**config.mk**
```make
export PLATFORM = sky130hd
export DESIGN_NAME = wb_initiator
export DESIGN_NICKNAME = d
export VERILOG_FILES = /design/src/rtl/wb_initiator.sv
export SDC_FILE = /design/constraint.sdc
export NUM_CORES = 1
export LEC_CHECK = 0
export BUFFER_PORTS_ARGS = -buffer_cell sky130_fd_sc_hd__buf_4
export CAP_MARGIN = 20
export CORE_AREA = 3 3 107 109
export DETAILED_ROUTE_END_ITERATION = 12
export DIE_AREA = 0 0 110 112
export PLACE_DENSITY = 0.7
export SETUP_SLACK_MARGIN = 0.2
export SYNTH_ARGS = -nofsm -noshare
export SYNTH_HDL_FRONTEND = slang
export SYNTH_SLANG_ARGS = --single-unit
```
**constraint.sdc**
```tcl
create_clock -name i_wb_clk -period 4.4 [get_ports i_wb_clk]
set_clock_uncertainty 0.15 [all_clocks]
set_input_delay 0.66 -clock i_wb_clk [delete_from_list [all_inputs] [get_ports i_wb_clk]]
set_output_delay 0.66 -clock i_wb_clk [all_outputs]
set_load 0.02 [all_outputs]
```
**src/rtl/wb_initiator.sv**
```systemverilog
// wb_initiator
//   Wishbone classic single-transfer initiator. Takes one command at a time from a
//   valid/ready stream, runs one bus cycle, and returns read data (or a timeout error)
//   on a valid/ready response stream. One outstanding transfer, no bursts.
//
//   Optional feature macro: WB_INIT_TIMEOUT_EN
//     defined   : a bus cycle without ACK is abandoned after TIMEOUT_CYCLES cycles
//                 and answered with o_rsp_err=1, o_rsp_dat=0.
//     undefined : the bus cycle waits for ACK indefinitely; o_rsp_err stays 0.
//
// Ports
//   i_wb_clk, i_wb_rst_n           clock, async active-low reset
//   i_cmd_valid/o_cmd_ready        command handshake; i_cmd_we/adr/dat payload
//   o_rsp_valid/i_rsp_ready        response handshake; o_rsp_dat/o_rsp_err payload
//   o_wb_adr/dat/we/stb/cyc        Wishbone initiator outputs
//   i_wb_rdt, i_wb_ack             Wishbone responder inputs
//
// States
//   IDLE | ready for a command, bus idle
//   BUS  | strobe asserted, waiting for ACK (or timeout)
//   RESP | response presented, waiting for i_rsp_ready
module wb_initiator #(
  parameter int AW             = 32,
  parameter int DW             = 32,
  parameter int TIMEOUT_CYCLES = 255
) (
  input  logic          i_wb_clk,
  input  logic          i_wb_rst_n,
  input  logic          i_cmd_valid,
  output logic          o_cmd_ready,
  input  logic          i_cmd_we,
  input  logic [AW-1:0] i_cmd_adr,
  input  logic [DW-1:0] i_cmd_dat,
  output logic          o_rsp_valid,
  input  logic          i_rsp_ready,
  output logic [DW-1:0] o_rsp_dat,
  output logic          o_rsp_err,
  output logic [AW-1:0] o_wb_adr,
  output logic [DW-1:0] o_wb_dat,
  output logic          o_wb_we,
  output logic          o_wb_stb,
  output logic          o_wb_cyc,
  input  logic [DW-1:0] i_wb_rdt,
  input  logic          i_wb_ack
);

  typedef enum logic [1:0] {IDLE, BUS, RESP} state_t;

  state_t state;

`ifdef WB_INIT_TIMEOUT_EN
  localparam int CW = $clog2(TIMEOUT_CYCLES + 1);
  localparam logic [CW-1:0] CNT_LAST = CW'(TIMEOUT_CYCLES - 1);
  logic [CW-1:0] cnt;
`endif

  assign o_cmd_ready = (state == IDLE);
  assign o_wb_cyc    = o_wb_stb;

  always_ff @(posedge i_wb_clk or negedge i_wb_rst_n) begin
    if (!i_wb_rst_n) begin
      state       <= IDLE;
      o_wb_stb    <= 1'b0;
      o_wb_we     <= 1'b0;
      o_wb_adr    <= '0;
      o_wb_dat    <= '0;
      o_rsp_valid <= 1'b0;
      o_rsp_dat   <= '0;
      o_rsp_err   <= 1'b0;
`ifdef WB_INIT_TIMEOUT_EN
      cnt         <= '0;
`endif
    end else begin
      case (state)
        IDLE: begin
          if (i_cmd_valid) begin
            o_wb_we  <= i_cmd_we;
            o_wb_adr <= i_cmd_adr;
            o_wb_dat <= i_cmd_dat;
            o_wb_stb <= 1'b1;
`ifdef WB_INIT_TIMEOUT_EN
            cnt      <= '0;
`endif
            state    <= BUS;
          end
        end
        BUS: begin
          // ACK has priority over a timeout landing on the same edge.
          if (i_wb_ack) begin
            o_wb_stb    <= 1'b0;
            o_rsp_dat   <= o_wb_we ? '0 : i_wb_rdt;
            o_rsp_err   <= 1'b0;
            o_rsp_valid <= 1'b1;
            state       <= RESP;
          end
`ifdef WB_INIT_TIMEOUT_EN
          else if (cnt == CNT_LAST) begin
            o_wb_stb    <= 1'b0;
            o_rsp_dat   <= '0;
            o_rsp_err   <= 1'b1;
            o_rsp_valid <= 1'b1;
            state       <= RESP;
          end else if (cnt != '1) begin
            cnt <= cnt + 1'b1;
          end
`endif
        end
        RESP: begin
          if (i_rsp_ready) begin
            o_rsp_valid <= 1'b0;
            state       <= IDLE;
          end
        end
        default: state <= IDLE;
      endcase
    end
  end

endmodule
```
==> results of run 1 <==
==> cells by family after synthesis <==
family | count (synthesis) | synth area share
flip-flops | 101 | 0.6021
buffers and inverters | 21 | 0.04530
AND/OR/NAND/NOR | 70 | 0.08435
other | 1 | 0.0008933
multiplexers | 66 | 0.2215
AO/OA/AOI/OAI | 38 | 0.04590
==> layer usage <==
layer | vias to the layer above | part of all wire | GRT usage
met3 | 12 | 0.082 | 0.04812
li1 | 1382 | - | -
met1 | 1383 | 0.40 | 0.1921
met2 | 114 | 0.50 | 0.2710
met4 | 0 | 0.016 | 0.05154
met5 | - | 0 | 0
==> cells in the final DEF (no fill, tap or decap), types with 2 or more instances in the layout <==
| cell type | instances |
|---|---|
| dfrtp_1 | 101 |
| nand2_1 | 33 |
| nand2b_1 | 32 |
| mux2_4 | 50 |
| buf_4 | 206 |
| a21oi_1 | 3 |
| o21ai_0 | 34 |
| clkbuf_8 | 12 |
| inv_1 | 2 |
| clkinv_2 | 3 |
| nor2_1 | 2 |
| mux2_2 | 15 |
==> power breakdown <==
| part | switching, W | leakage (nW) | internal, W |
|---|---|---|---|
| Sequential | 0.000294 | 1.22 | 0.00137 |
| Clock | 0.000297 | 0.112 | 0.000307 |
| Combinational | 0.00104 | 1.64 | 0.00108 |
==> through the flow <==
| step | setup WS (ns) | total power, W |
|---|---|---|
| floorplan | 2.682 | 0.002897 |
| global placement | 1.899 | 0.003772 |
| detailed placement | 1.836 | 0.003828 |
| CTS | 1.965 | 0.004448 |
| global route | 1.847 | 0.004654 |
| finish | 1.990 | 0.004386 |
==> synthesized netlist by cell type, drive strengths merged <==
master / n
clkbuf: 5
mux2: 65
nand2: 33
nand2b: 32
a21oi: 3
and2: 1
inv: 2
nor2: 3
buf: 14
conb: 1
o31ai: 1
dfrtp: 101
mux2i: 1
o21ai: 34
nand3b: 1
==> state kept, by name, indices dropped and copies added (netlist names) <==
| register | count |
|---|---|
| o_rsp_dat | 32 |
| o_wb_adr | 32 |
| o_wb_dat | 32 |
| state | 2 |
| o_rsp_valid | 1 |
| o_wb_cyc | 1 |
| o_wb_we | 1 |
==> worst max-delay path by stage <==
stage	start	end	slack, ns
floorplan	state[0]	o_wb_adr[0]	2.68
global route	state[0]	o_wb_dat[30]	1.85
CTS	state[0]	o_wb_adr[2]	1.97
global placement	i_cmd_valid	o_wb_dat[29]	1.90
detailed placement	i_cmd_valid	o_wb_adr[2]	1.84
finish	state[0]	o_wb_adr[2]	1.99
==> layout make-up <==
| class | instances | area [sq um] |
|---|---|---|
| repair buffers | 206 | 1546 |
| multi-input cells | 175 | 1480 |
| flip-flops and latches | 101 | 2527 |
| fillers | 929 | 4751 |
| well taps | 140 | 175.2 |
| clock buffers | 12 | 165.2 |
| clock inverters | 4 | 45.04 |
| inverters | 2 | 7.507 |
==> metrics.yaml, run 1 <==
status:
  outcome: "completed"
routing:
  first_pass_iters: 4
  totalWireLength_mm: 9.644
  drt_iter0_drc: 122
  detailroute.via_count: 2891
  post_route_drc: 0
  wire_per_inst_um: 15.07
  route.antenna.remaining_nets: 0
  detail_route.vias_per_cell: 4.517
timing:
  worstMarginPinSlew_ns: 0.9821
  final.setup.tns_ns: 0
  final_max_slew_viol_count: 0
  report.final.hold_viol_count: 0
  clock.fmax_mhz: 414.9
  layout_worst_path_cycle_share: 0.5477
  setup_viol: 0
  final_period_minus_worst_setup_slack_ns: 2.410
  holdWs_ns: 0.2405
  relSlewSlack: 0.3453
  rsz0062_at_grt: "no"
worst_setup_path:
  critPathKind: "flop to flop"
  critical_path.slowest_cell: "and2_4"
  worst_path_dominant_cell_family: "simple AND/OR/NAND/NOR gates"
  timing.critical_path.cells: "nor2_2 -> and2_4 -> buf_4 -> mux2_4"
  timing.reg2reg.setup_slack_ns: 1.99
  crit-reg2reg-launch: "state[0]"
  startpoint_type: "flop"
  worst-endpoint-arrival_ns: 2.49
  critical-path-max-stage-delay_ns: 0.80
  worst_r2r_path_depth: 4
  worstSetupEndpointType: "flop"
  maximum_fanout_along_the_worst_path: 56
  worstPathRequired_ns: 4.48
  cp_num_cells: 4
  rr_endpoint: "o_wb_adr[2]"
  worst-path-buf-inv: 1
global_routing:
  grt_use_total: 0.1597
  first_global_vias: 3126
  largest_net_degree_at_the_start_of_global_routing: 66
  grt_antenna_before_repair: 0
  wire_length_of_the_first_global_routing_pass_mm: 15.46
  overflow: 0
clocking:
  number_of_cells_upsized_or_downsized_after_cts: 0
  cts.reportedPaths.clkPinSlew_ns: 0.09
  cts_hold_buffers: 0
  cts_sinks: 101
  postCtsSetupRepairBufs: 0
  cts_tree: "yes"
  clock_root_cell: "clkbuf_8"
  htreeDepth: 3
  clk_path_buf_depth: 2
  clock_latency_ns: 0.34
  cts_buffers: 9
die:
  num_rows: 38
  die_w_um: 110
  total_die_area_sq_um: 12320
  boundaryPins: 204
  core-area_sq_um: 10700
  initial_utilization: 0.3924
  die_height_um: 112
final_layout:
  area_delta_synth_final_pct: 41.67
  final_util: 0.5559
  antennaDiodeCount: 0
  final_cell_area_sq_um: 5947
  drive_above_1_share: 0.5780
  instances_no_fill: 640
  num-nets-final: 597
synth:
  share_of_the_yosys_chip_area_belonging_to_registers: 0.6021
  ys_ff_latch: 101
  netlist.area_leader.share: 0.6021
  synth_top_cell_by_area: "dfrtp_1"
  syn_area_sq_um: 4198
  ys_top_cells_by_area: "dfrtp_1 (60%), mux2_4 (18%), nand2b_1 (4.8%)"
  count_of_synthesis_stage_warnings_from_yosys: 0
  syn-instance-count: 297
  yosys.cell_types.count: 20
  post_synthesis_net_count: 399
  syn_avg_cell_area_sq_um: 14.13
power:
  leakage_nw: 2.979
  power_density_nw_per_um2: 737.5
  worst_supply_voltage_drop_on_vdd_mv: 0.3794
place:
  final_weighted_congestion_in_routability_driven_placement: 0.7656
  placement.io_buffers: 202
  number_of_cells_after_detailed_placement: 624
  post_place_cell_area_sq_um: 5737
  dp_hpwl_mm: 7.083
flow_run:
  max_cap_violations: 0
min_path:
  min-delay-path-class: "primary input to asynchronous set/reset pin"
(Power assumes the default switching activity.)
==> inputs of run 2 (changes only) <==
ABC_AREA = 1   (was default)
CORE_AREA = 3 3 108 110   (was 3 3 107 109)
DIE_AREA = 0 0 111 113   (was 0 0 110 112)
PLACE_DENSITY = 0.72   (was 0.7)
clock period = 2.15 ns   (was 4.4 ns; I/O delays follow)
==> run 2 against run 1 <==
  * Synthesized cell count up 71%
  * Cell count up 31%
  * Clock power up 100%
  * Worst hold slack worse by 0.20 ns
  * Via count up 36%
  * Core utilization up 0.70 points
  * Flip-flop and latch count unchanged
  * Area after synthesis up 1.9%
  * Largest power group unchanged
==> metrics.yaml, run 2 <==
min_path:
  whs_endpoint: "o_wb_adr[22]"
  min-delay-path-class: "primary input to flop"
  timing.hold.worst_path_depth: 3
  holdCritStartpoint: "i_cmd_adr[22]"
final_layout:
  drive_above_1_share: 0.3257  # -0.2523
  area_delta_synth_final_pct: 41.99
  num-nets-final: 799  # +34%
  multiInputGateArea_sq_um: 1414  # -4.5%
  seqCellArea_sq_um: 2527  # unchanged
  mostFrequentLayoutCells: "buf_4 (211), nand2_1 (201), dfrtp_1 (101)"
  layout.cells.most_common: "buf_4"
  filler_cell_count: 988  # +6.4%
  biggestRegsByFlops: "o_rsp_dat: 32 flops, o_wb_adr: 32 flops, o_wb_dat: 32 flops"
  instances_no_fill: 841  # +31%
  final_cell_area_sq_um: 6076  # +2.2%
place:
  dp_hpwl_mm: 8.504  # +20%
  number_of_cells_after_detailed_placement: 825  # +32%
  final_weighted_congestion_in_routability_driven_placement: 0.7937  # +3.7%
  post_place_cell_area_sq_um: 5868  # +2.3%
  placement.io_buffers: 202  # unchanged
routing:
  detailroute.via_count: 3933  # +36%
  drt_iter0_drc: 237  # +94%
  totalWireLength_mm: 11.63  # +21%
  post_route_drc: 0  # unchanged
  route.antenna.remaining_nets: 0  # unchanged
  first_pass_iters: 4  # unchanged
  detail_route.vias_per_cell: 4.677  # +3.5%
  wire_per_inst_um: 13.83  # -8.2%
power:
  leakage_nw: 3.521  # +18%
  finalPower_w: 0.009359  # +110%
  power_density_nw_per_um2: 1540  # +110%
  worst_supply_voltage_drop_on_vdd_mv: 0.6946  # +83%
timing:
  relSlewSlack: 0.5286  # +0.1833
  report.final.hold_viol_count: 0  # unchanged
  clock.fmax_mhz: 596.0
  final_period_minus_worst_setup_slack_ns: 1.678
  layout_worst_path_cycle_share: 0.7804
  worstMarginPinSlew_ns: 0.7054  # -0.2767 ns
  setup_viol: 0  # unchanged
  rsz0062_at_grt: "no"
  final.setup.tns_ns: 0  # unchanged
  final_max_slew_viol_count: 0  # unchanged
die:
  num_rows: 38  # unchanged
  core-area_sq_um: 10790  # +0.89%
  die_w_um: 111  # +0.91%
  total_die_area_sq_um: 12540  # +1.8%
  boundaryPins: 204  # unchanged
  initial_utilization: 0.3965  # +0.004078
  die_height_um: 113  # +0.89%
worst_setup_path:
  worst-endpoint-arrival_ns: 1.21  # -1.28 ns
  cp_num_cells: 1  # -3
  rr_endpoint: "o_rsp_dat[23]"
  startpoint_type: "flop"
  worst-path-buf-inv: 1  # unchanged
  crit_path_start: "o_wb_we"
  worstPathRequired_ns: 1.68  # -2.80 ns
  critical-path-max-stage-delay_ns: 0.63  # -0.17 ns
  timing.critical_path.cells: "buf_4"
  worst_r2r_path_depth: 4  # unchanged
  worstSetupEndpointType: "output pin"
  maximum_fanout_along_the_worst_path: 11  # -80%
  timing.reg2reg.setup_slack_ns: 0.51  # -1.48 ns
  crit-reg2reg-launch: "state[1]"
  worst_path_dominant_cell_family: "flip-flops"
  critical_path.slowest_cell: "dfrtp_1"
  critPathKind: "flop to output pin"
synth:
  synth.mux.area_fraction: 0  # -0.2215
  synth_top_cell_by_area: "dfrtp_1"
  syn-instance-count: 509  # +71%
  ys_ff_latch: 101  # unchanged
  yosys.cell_count.top_type: "nand2_1"
  synth_edf_count: 0  # unchanged
  post_synthesis_net_count: 611  # +53%
  share_of_the_yosys_chip_area_belonging_to_registers: 0.5906  # -0.01144
  yosys.cell_types.count: 15  # -25%
  xor_and_xnor_area_share_after_synthesis: 0  # unchanged
  compound_gate_fraction_of_synth_area: 0.001170  # -0.04473
  netlist_top_cells_count: "nand2_1 (201), dfrtp_1 (101), nand3_1 (98)"
  count_of_synthesis_stage_warnings_from_yosys: 0  # unchanged
  syn_area_sq_um: 4279  # +1.9%
  syn_avg_cell_area_sq_um: 8.407  # -41%
  netlist.area_leader.share: 0.5906  # -0.01144
  commonest_register_cell_after_synthesis: "dfrtp_1"
  synth_top_family_by_area: "simple AND/OR/NAND/NOR gates"
  synth_simple_gate_area_frac: 0.3284  # +0.2440
  synth_fa_ha_area_frac: 0  # unchanged
  ys_top_cells_by_area: "dfrtp_1 (59%), nand2_1 (18%), nand3_1 (11%)"
  asyncSetResetFlopFracSynth: 1.000  # unchanged
global_routing:
  gr-usage-met1: 0.2409  # +0.04883
  grt_antenna_before_repair: 1  # +1
  first_global_vias: 3846  # +23%
  grt.met2_usage: 0.2896  # +0.01861
  largest_net_degree_at_the_start_of_global_routing: 53  # -20%
  busiest_layer: "met2"
  grt_use_total: 0.1855  # +0.02576
  overflow: 0  # unchanged
  wire_length_of_the_first_global_routing_pass_mm: 19.11  # +24%
  groute.layer.met3.usage: 0.06684  # +0.01873
clocking:
  cts.reportedPaths.clkPinSlew_ns: 0.09  # about the same
  clk_path_buf_depth: 2  # unchanged
  postCtsSetupRepairBufs: 0  # unchanged
  number_of_cells_upsized_or_downsized_after_cts: 0  # unchanged
  cts_buffers: 9  # unchanged
  cts_tree: "yes"
  cts_sinks: 101  # unchanged
  clock_root_cell: "clkbuf_8"
  htreeDepth: 3  # unchanged
  clock_latency_ns: 0.35  # about the same
flow_run:
  max_cap_violations: 0  # unchanged
status:
  outcome: "completed"
[run 2: cell types whose count changed after synthesis, moves of 10 or more]
cell | previous run | this run
nand3_1 | 0 | 98
nor2_1 | 2 | 32
nand2b_1 | 32 | 0
o21ai_0 | 34 | 1
mux2_2 | 15 | 0
inv_1 | 2 | 34
buf_2 | 5 | 15
nand2_1 | 33 | 201
mux2_4 | 50 | 0
[run 2: area by class of cell]
cell class,count,area share
well taps,140,0.02883
diodes,1,0.0004119
clock inverters,2,0.009885
multi-input cells,337,0.2327
repair buffers,214,0.2689
flip-flops and latches,101,0.4160
inverters,34,0.02100
clock buffers,12,0.02224
[run 2: timing repair]
item,4_1_cts,5_1_grt
endpoints found under the hold margin,32,0
hold buffers,1,0
endpoints found under the setup margin,0,0
[run 2: worst max path at each step]
stage,slack (ns),to
after CTS,0.45,o_wb_we
after global placement,0.57,o_rsp_dat[27]
after floorplan,0.81,o_rsp_dat[0]
final,0.47,o_wb_we
after global routing,0.37,o_rsp_dat[3]
after detailed placement,0.51,o_rsp_dat[22]
[run 2: metrics by stage]
| stage | setup WS [ns] | util | hold WS, ns |
|---|---|---|---|
| after floorplan | 0.8116 | - | -0.1231 |
| after global placement | 0.5740 | 0.5437 | 0.1430 |
| after detailed placement | 0.5089 | 0.5437 | 0.1462 |
| after CTS | 0.4451 | 0.5627 | 0.01952 |
| after global routing | 0.3730 | 0.5629 | 0.03197 |
| final | 0.4722 | 0.5629 | 0.04355 |
[run 2: metal layers]
metal	share of wire	vias up	wire, um
met5	0	-	0
met4	0.017	0	195
met3	0.10	13	1202
met2	0.47	175	5428
met1	0.41	1800	4803
li1	-	1945	-
[run 2: cells by family (layout without fill, tap and decap cells)]
logic type / count (synthesis) / after routing
flops: 101 / 101
simple gates: 335 / 335
buf+inv: 71 / 262
compound gates: 1 / 1
other cells: 1 / 2
[run 2: report_power, final]
| group | internal [W] | total [W] | switching, W |
|---|---|---|---|
| clock network | 0.000646 | 0.00123 | 0.000589 |
| registers | 0.00282 | 0.00343 | 0.000615 |
| logic | 0.00187 | 0.00469 | 0.00282 |
[run 2: tightest hold or removal path, delay by kind of cell]
family | cells | cell delay [ns]
buf+inv | 1 | 0.08
simple gates | 2 | 0.12
